File: src/rtl/uar_pkt_ctrl_if.sv
// Consumer-side packet handshake for uar_pkt_ctrl: head-of-queue data with valid/ready.
interface uar_pkt_ctrl_if #(
    parameter int unsigned PKT_LNGTH = 162
);
    logic [PKT_LNGTH-1:0] pkt_out;
    logic                 pkt_valid_out;
    logic                 pkt_ready_in;

    modport master (
        output pkt_out,
        output pkt_valid_out,
        input  pkt_ready_in
    );

    modport slave (
        input  pkt_out,
        input  pkt_valid_out,
        output pkt_ready_in
    );
endinterface

File: src/rtl/uar_pkt_ctrl.sv
// Sequencer for the UART packet receiver: re-arm/watchdog FSM, sync check, 2-entry output queue.
// Optional even-parity acceptance check is enabled by defining UAR_PARITY_CHECK_EN.
module uar_pkt_ctrl #(
    parameter int unsigned PKT_LNGTH   = 162,
    parameter logic [7:0]  SYNC_BYTE   = 8'hA5,
    parameter int unsigned MAX_LOW_CYC = 2_000_000,
    parameter int unsigned RST_CYC     = 4
) (
    input  logic                 clk_in,
    input  logic                 rst_in,
    input  logic                 en_in,
    input  logic                 rx_ready_in,
    input  logic [PKT_LNGTH-1:0] rx_data_in,
    output logic                 rx_rst_out,
    uar_pkt_ctrl_if.master       pkt_if,
    output logic [7:0]           drop_cnt_out,
    output logic [7:0]           tmo_cnt_out,
    output logic                 busy_out
);

    localparam int unsigned WD_W = (MAX_LOW_CYC > 1) ? $clog2(MAX_LOW_CYC) : 1;
    localparam int unsigned RC_W = (RST_CYC > 1) ? $clog2(RST_CYC) : 1;
    localparam logic [WD_W-1:0] WD_LAST = WD_W'(MAX_LOW_CYC - 1);
    localparam logic [RC_W-1:0] RC_LAST = RC_W'(RST_CYC - 1);

    typedef enum logic [3:0] {
        ST_DISABLED = 4'b0001,
        ST_REARM    = 4'b0010,
        ST_LISTEN   = 4'b0100,
        ST_BUSY     = 4'b1000
    } state_t;

    state_t               state_q, state_d;
    logic [RC_W-1:0]      rc_q, rc_d;
    logic [WD_W-1:0]      wdog_q, wdog_d;
    logic                 rdy_last_q, rdy_last_d;
    logic [PKT_LNGTH-1:0] head_q, head_d;
    logic                 head_vld_q, head_vld_d;
    logic [PKT_LNGTH-1:0] tail_q, tail_d;
    logic                 tail_vld_q, tail_vld_d;
    logic [7:0]           drop_q, drop_d;
    logic [7:0]           tmo_q, tmo_d;

    logic rise, fall, capture, tmo_inc;
    logic pop, push, full, hdr_ok, par_ok, drop_inc;

    assign rise = rx_ready_in & ~rdy_last_q;
    assign fall = ~rx_ready_in & rdy_last_q;

    assign hdr_ok = (rx_data_in[PKT_LNGTH-1 -: 8] == SYNC_BYTE);
`ifdef UAR_PARITY_CHECK_EN
    assign par_ok = ~(^rx_data_in);
`else
    assign par_ok = 1'b1;
`endif

    always_comb begin
        state_d    = state_q;
        rc_d       = '0;
        wdog_d     = wdog_q;
        rdy_last_d = rx_ready_in;
        capture    = 1'b0;
        tmo_inc    = 1'b0;
        case (state_q)
            ST_DISABLED: begin
                if (en_in) state_d = ST_REARM;
            end
            ST_REARM: begin
                // Receiver comes out of reset idle; pretend ready was already high.
                if (rc_q == RC_LAST) begin
                    state_d    = ST_LISTEN;
                    rdy_last_d = 1'b1;
                end else begin
                    rc_d = rc_q + RC_W'(1);
                end
            end
            ST_LISTEN: begin
                if (fall) begin
                    state_d = ST_BUSY;
                    wdog_d  = '0;
                end
            end
            ST_BUSY: begin
                wdog_d = wdog_q + WD_W'(1);
                if (rise) begin
                    state_d = ST_LISTEN;
                    capture = 1'b1;
                end else if (wdog_q == WD_LAST) begin
                    state_d = ST_REARM;
                    tmo_inc = 1'b1;
                end
            end
            default: state_d = ST_DISABLED;
        endcase
        if (!en_in) begin
            state_d    = ST_DISABLED;
            capture    = 1'b0;
            tmo_inc    = 1'b0;
            rdy_last_d = rx_ready_in;
        end
    end

    assign pop      = head_vld_q & pkt_if.pkt_ready_in;
    assign full     = head_vld_q & tail_vld_q;
    assign push     = capture & hdr_ok & par_ok & (~full | pop);
    assign drop_inc = capture & ~push;

    always_comb begin
        head_d     = head_q;
        head_vld_d = head_vld_q;
        tail_d     = tail_q;
        tail_vld_d = tail_vld_q;
        case ({push, pop})
            2'b10: begin
                if (!head_vld_q) begin
                    head_d     = rx_data_in;
                    head_vld_d = 1'b1;
                end else begin
                    tail_d     = rx_data_in;
                    tail_vld_d = 1'b1;
                end
            end
            2'b01: begin
                if (tail_vld_q) begin
                    head_d     = tail_q;
                    tail_vld_d = 1'b0;
                end else begin
                    head_vld_d = 1'b0;
                end
            end
            2'b11: begin
                if (tail_vld_q) begin
                    head_d = tail_q;
                    tail_d = rx_data_in;
                end else begin
                    head_d = rx_data_in;
                end
            end
            default: ;
        endcase
    end

    always_comb begin
        drop_d = drop_q;
        tmo_d  = tmo_q;
        if (drop_inc && (drop_q != '1)) drop_d = drop_q + 8'd1;
        if (tmo_inc && (tmo_q != '1))   tmo_d  = tmo_q + 8'd1;
    end

    always_ff @(posedge clk_in or posedge rst_in) begin
        if (rst_in) begin
            state_q    <= ST_DISABLED;
            rc_q       <= '0;
            wdog_q     <= '0;
            rdy_last_q <= 1'b1;
            head_q     <= '0;
            head_vld_q <= 1'b0;
            tail_q     <= '0;
            tail_vld_q <= 1'b0;
            drop_q     <= '0;
            tmo_q      <= '0;
        end else begin
            state_q    <= state_d;
            rc_q       <= rc_d;
            wdog_q     <= wdog_d;
            rdy_last_q <= rdy_last_d;
            head_q     <= head_d;
            head_vld_q <= head_vld_d;
            tail_q     <= tail_d;
            tail_vld_q <= tail_vld_d;
            drop_q     <= drop_d;
            tmo_q      <= tmo_d;
        end
    end

    assign rx_rst_out           = (state_q == ST_DISABLED) || (state_q == ST_REARM);
    assign busy_out             = (state_q == ST_BUSY);
    assign pkt_if.pkt_out       = head_q;
    assign pkt_if.pkt_valid_out = head_vld_q;
    assign drop_cnt_out         = drop_q;
    assign tmo_cnt_out          = tmo_q;

endmodule

File: src/flat_wrapper.sv
// flat-port wrapper written by rule: the top's interface ports become plain ports
module uar_pkt_ctrl_flat 
#(
    parameter int unsigned PKT_LNGTH   = 162,
    parameter logic [7:0]  SYNC_BYTE   = 8'hA5,
    parameter int unsigned MAX_LOW_CYC = 2_000_000,
    parameter int unsigned RST_CYC     = 4
)
  (clk_in, rst_in, en_in, rx_ready_in, rx_data_in, rx_rst_out, drop_cnt_out, tmo_cnt_out, busy_out, pkt_if_pkt_out, pkt_if_pkt_valid_out, pkt_if_pkt_ready_in);
  uar_pkt_ctrl_if #(.PKT_LNGTH(PKT_LNGTH)) pkt_if_i ();
  input  logic clk_in;
  input  logic rst_in;
  input  logic en_in;
  input  logic rx_ready_in;
  input  logic [PKT_LNGTH-1:0] rx_data_in;
  output logic rx_rst_out;
  output logic [7:0] drop_cnt_out;
  output logic [7:0] tmo_cnt_out;
  output logic busy_out;
  output wire logic [$bits(pkt_if_i.pkt_out)-1:0] pkt_if_pkt_out;
  output wire logic [$bits(pkt_if_i.pkt_valid_out)-1:0] pkt_if_pkt_valid_out;
  input wire logic [$bits(pkt_if_i.pkt_ready_in)-1:0] pkt_if_pkt_ready_in;
  assign pkt_if_pkt_out = pkt_if_i.pkt_out;
  assign pkt_if_pkt_valid_out = pkt_if_i.pkt_valid_out;
  assign pkt_if_i.pkt_ready_in = pkt_if_pkt_ready_in;
  uar_pkt_ctrl #(.PKT_LNGTH(PKT_LNGTH), .SYNC_BYTE(SYNC_BYTE), .MAX_LOW_CYC(MAX_LOW_CYC), .RST_CYC(RST_CYC)) u_core (.clk_in(clk_in), .rst_in(rst_in), .en_in(en_in), .rx_ready_in(rx_ready_in), .rx_data_in(rx_data_in), .rx_rst_out(rx_rst_out), .pkt_if(pkt_if_i), .drop_cnt_out(drop_cnt_out), .tmo_cnt_out(tmo_cnt_out), .busy_out(busy_out));
endmodule
File: config.mk
export PLATFORM = sky130hd
export DESIGN_NAME = uar_pkt_ctrl_flat
export DESIGN_NICKNAME = d
export VERILOG_FILES = /design/src/rtl/uar_pkt_ctrl_if.sv /design/src/rtl/uar_pkt_ctrl.sv /design/src/flat_wrapper.sv
export SDC_FILE = /design/constraint.sdc
export NUM_CORES = 1
export LEC_CHECK = 0
export ABC_CLOCK_PERIOD_IN_PS = 22700
export CORE_ASPECT_RATIO = 1.4
export CORE_MARGIN = 2
export CORE_UTILIZATION = 57
export CTS_CLUSTER_DIAMETER = 40
export DETAILED_ROUTE_END_ITERATION = 16
export PLACE_DENSITY_LB_ADDON = 0.2
export SLEW_MARGIN = 10
export SYNTH_ARGS = -nofsm -noshare
export SYNTH_HDL_FRONTEND = slang
export SYNTH_SLANG_ARGS = --single-unit
export TNS_END_PERCENT = 5
File: constraint.sdc
create_clock -name clk_in -period 22.7 [get_ports clk_in]
set_clock_uncertainty 0.05 [all_clocks]
set_input_delay 4.54 -clock clk_in [delete_from_list [all_inputs] [get_ports clk_in]]
set_output_delay 4.54 -clock clk_in [all_outputs]
set_load 0.005 [all_outputs]
==> key figures <==
Die
  – Die Area: 34100 um2
  – Site Rows: 78
  – DIE HEIGHT: 218 um
  – Starting density of the core: 57.6%
  – I/O Pins: 348
  – CORE AREA: 32300 um2
  – Die Wd: 157 um

STA
  – Final TNS setup: 0 ns
  – Final setup vio count: 0
  – Achievable Freq: 130 MHz
  – Slew Viols, Final: 0
  – Final hold slack: 0.406 ns
  – Worst setup margin: 15.00 ns
  – Relative slew slack: 14.8%
  – Final Hold Violating Endpoints: 0
  – RSZ-0062 raised after global routing: no
  – Final Cycle Share: 33.9%
  – Tmin final: 7.70 ns
  – Worst-margin pin slew: 1.28 ns

Worst setup path
  – CP max FO: 73
  – Worst path arrival time: 8.07 ns
  – Register-to-register setup slack: 19.12 ns
  – Setup CP Type: in -> reg
  – Reg2reg path depth: 5
  – CP startpoint: en_in
  – Critical Path Sink: u_core.tail_q[109]
  – CP Launch Type: input pin
  – Critical Path Sink Type: flop
  – Crit Reg-Reg Startpoint: u_core.state_q[2]
  – WP data required: 23.07 ns
  – RR Endpoint: u_core.tail_q[109]

Clocking
  – TritonCTS clock tree: done
  – CTS Buf Count: 41
  – Setup Buffers After CTS: 0
  – CTS resizes: 0
  – Hold Buf Count CTS: 0
  – Htree depth: 2
  – Clk pin slew, worst setup/hold paths: 0.06 ns
  – TritonCTS Sinks: 370
  – Worst skew pair latency: 0.54 ns
  – Clock root cell: clkbuf_16
  – Max clock buf depth: 3

Yosys
  – Synthesized area: 18600 um2
  – FFs w/ async S/R, synth: 100%
  – Synth Area per Inst: 10.0 um2
  – Dominant synthesized flop cell: dfrtp_1
  – Area leader, netlist: dfrtp_1
  – Synth cell types: 51
  – Post-synth EDFFs: 0
  – Yosys top cell area share: 49.5%
  – Yosys warns: 0
  – #FFs+latches synth: 370
  – Net count after synthesis: 2026
  – Mapped Cells: 1855
  – Synth area leaders: dfrtp_1 49%, a31oi_1 11%, mux2_2 9.4%
  – Sequential-to-total area share from yosys stat: 49.8%

GRT
  – Initial antenna violation count: 4
  – Total GRT Usage: 29.5%
  – Met3 Use GR: 5.03%
  – Met1 global-route usage: 39.2%
  – Largest net degree at the start of global routing: 266
  – Vias in the first global route: 15.6k
  – GRT Max-Usage Layer: met2
  – First-pass GRT wire length: 81600 um
  – Global route overflow: 0
  – Met2 Use GR: 47.7%

Final layout
  – Sequential cell area: 9270 um2
  – Area of the multi-input gates: 8550 um2
  – Filler cell count: 2300
  – Nets: 2247
  – Share of layout cells above drive strength 1: 12.1%
  – Layout area overhead: 26.0%

Worst hold path
  – Hold Path Origin: u_core.rc_q[0]
  – Cell depth of the worst hold path: 1
  – Hold Path Class: reg -> reg

Placement
  – Setup WS pre-CTS: 14.49 ns
  – Port Buffers: 347
  – HPWL Detailed: 30100 um
  – Routability cong.: 0.809

Power
  – Leakage: 10.2 nW
  – Tot Pwr: 1.50 mW
  – Max VDD drop: 0.0642 mV
  – Pwr per Cell Area: 63.9 nW/um2

Drt
  – Residual DRC: 0
  – First-iteration detailed-routing DRC count: 1202
  – Via density: 6.32
  – Drt total wl: 51500 um
  – Antenna-violating nets left: 0
  – Drt first pass iters: 5
  – Wire per inst: 20.2 um
  – DR vias: 16.1k

Run
  – Max_cap viols: 0

Run status
  – Status: finished clean
==> layout make-up <==
cell class              instances  share of cell area, %
clock buffers                  53                   4.92
well taps                     440                   2.35
clock inverters                20                   1.12
multi-input cells            1293                   36.5
flip-flops and latches        370                   39.5
diodes                          4                 0.0427
inverters                      10                  0.192
repair buffers                360                   15.4
==> kinds of logic after synthesis <==
group	Yosys count	share of synthesized area, %
flops	370	49.8
buf+inv	192	4.44
fa+ha+maj	4	0.269
xor+xnor	17	0.800
compound gates	518	16.4
mux	160	9.65
simple gates	594	18.6
==> worst min path at each step <==
stage / end / slack (ns)
floorplan: u_core.rc_q[0] / 0.36
global placement: u_core.rc_q[0] / 0.37
detailed placement: u_core.rc_q[0] / 0.38
CTS: u_core.rc_q[0] / 0.41
global route: u_core.rc_q[0] / 0.43
finish: u_core.rc_q[0] / 0.41
==> power breakdown <==
group	total, mW	internal, mW	switching [mW]
clock network	0.696	0.419	0.277
registers	0.687	0.675	0.0117
logic	0.116	0.0680	0.0479
total	1.50	1.16	0.337
==> metrics by stage <==
| stage | cells | utilization, % | area [um2] |
|---|---|---|---|
| after floorplan | 1855 | - | 18600 |
| after global placement | 2473 | 68.2 | 22000 |
| after detailed placement | 2473 | 68.2 | 22000 |
| after CTS | 2546 | 72.6 | 23400 |
| after global routing | 2550 | 72.6 | 23400 |
| final | 2550 | 72.6 | 23400 |
==> metal layers <==
metal,up-vias,wire length [um]
met5,-,0
met4,0,2200
met3,112,3230
met2,591,25300
met1,8074,20800
li1,7340,-
==> synth_stat cells, types with 2 or more instances <==
library cell and instances:
o21ai_0 24, or4b_1 2, clkbuf_1 114, mux2_2 156, nand2_1 20, o211ai_1 3
buf_4 9, and2_1 4, o31ai_1 2, and3_1 168, mux2i_1 4, o21ai_1 4
a21oi_1 157, a31oi_1 313, nor2_1 167, inv_1 9, nand3_1 32, nand2b_1 2
or2_2 4, xnor2_1 15, ha_1 4, a211oi_1 4, nor3b_1 157, buf_2 58
nor4b_1 3, nand4b_1 2, and4_1 2, dfrtp_1 368, xor2_1 2, nand4_1 10
nor4_2 2, nand3b_1 4, dfstp_2 2, a22o_1 5, nor2b_1 7
==> sequential cells by signal (all words and copies together), names as in the netlist <==
name,cells
u_core.drop_cnt_out,8
u_core.pkt_if.pkt_out,162
u_core.pkt_if.pkt_valid_out,1
u_core.rc_q,2
u_core.rdy_last_q,1
u_core.state_q,4
u_core.tail_q,162
u_core.tail_vld_q,1
u_core.tmo_cnt_out,8
u_core.wdog_q,21
==> critical path, stage by stage <==
cell and delay, ns:
clkdlybuf4s50_1 0.58, nor4bb_1 0.52, nand4bb_4 0.18, nor2_4 0.83, buf_4 0.92, mux2_2 0.42
==> placed cells by master, fill, tap and decap left out, types with 3 or more instances in the layout <==
cell	n
mux2_2	156
clkinv_4	3
buf_12	3
nor3b_1	157
and3_1	168
a21oi_1	157
nor2b_1	7
nand3_1	32
xnor2_1	15
clkbuf_1	6
o21ai_1	4
a211oi_1	4
a22o_1	5
mux2i_1	4
clkbuf_8	4
dfrtp_1	367
bufinv_16	5
nand2_1	19
clkdlybuf4s50_1	347
nor2_1	167
nor4b_1	3
and2_1	3
clkbuf_16	43
buf_4	10
o21ai_0	24
diode_2	4
clkinvlp_4	5
nand4_1	10
nand3b_1	4
ha_1	4
or2_2	4
a31oi_1	313
inv_1	8
o211ai_1	3
clkinv_2	4
No activity file was read; power rests on OpenSTA's default activity.
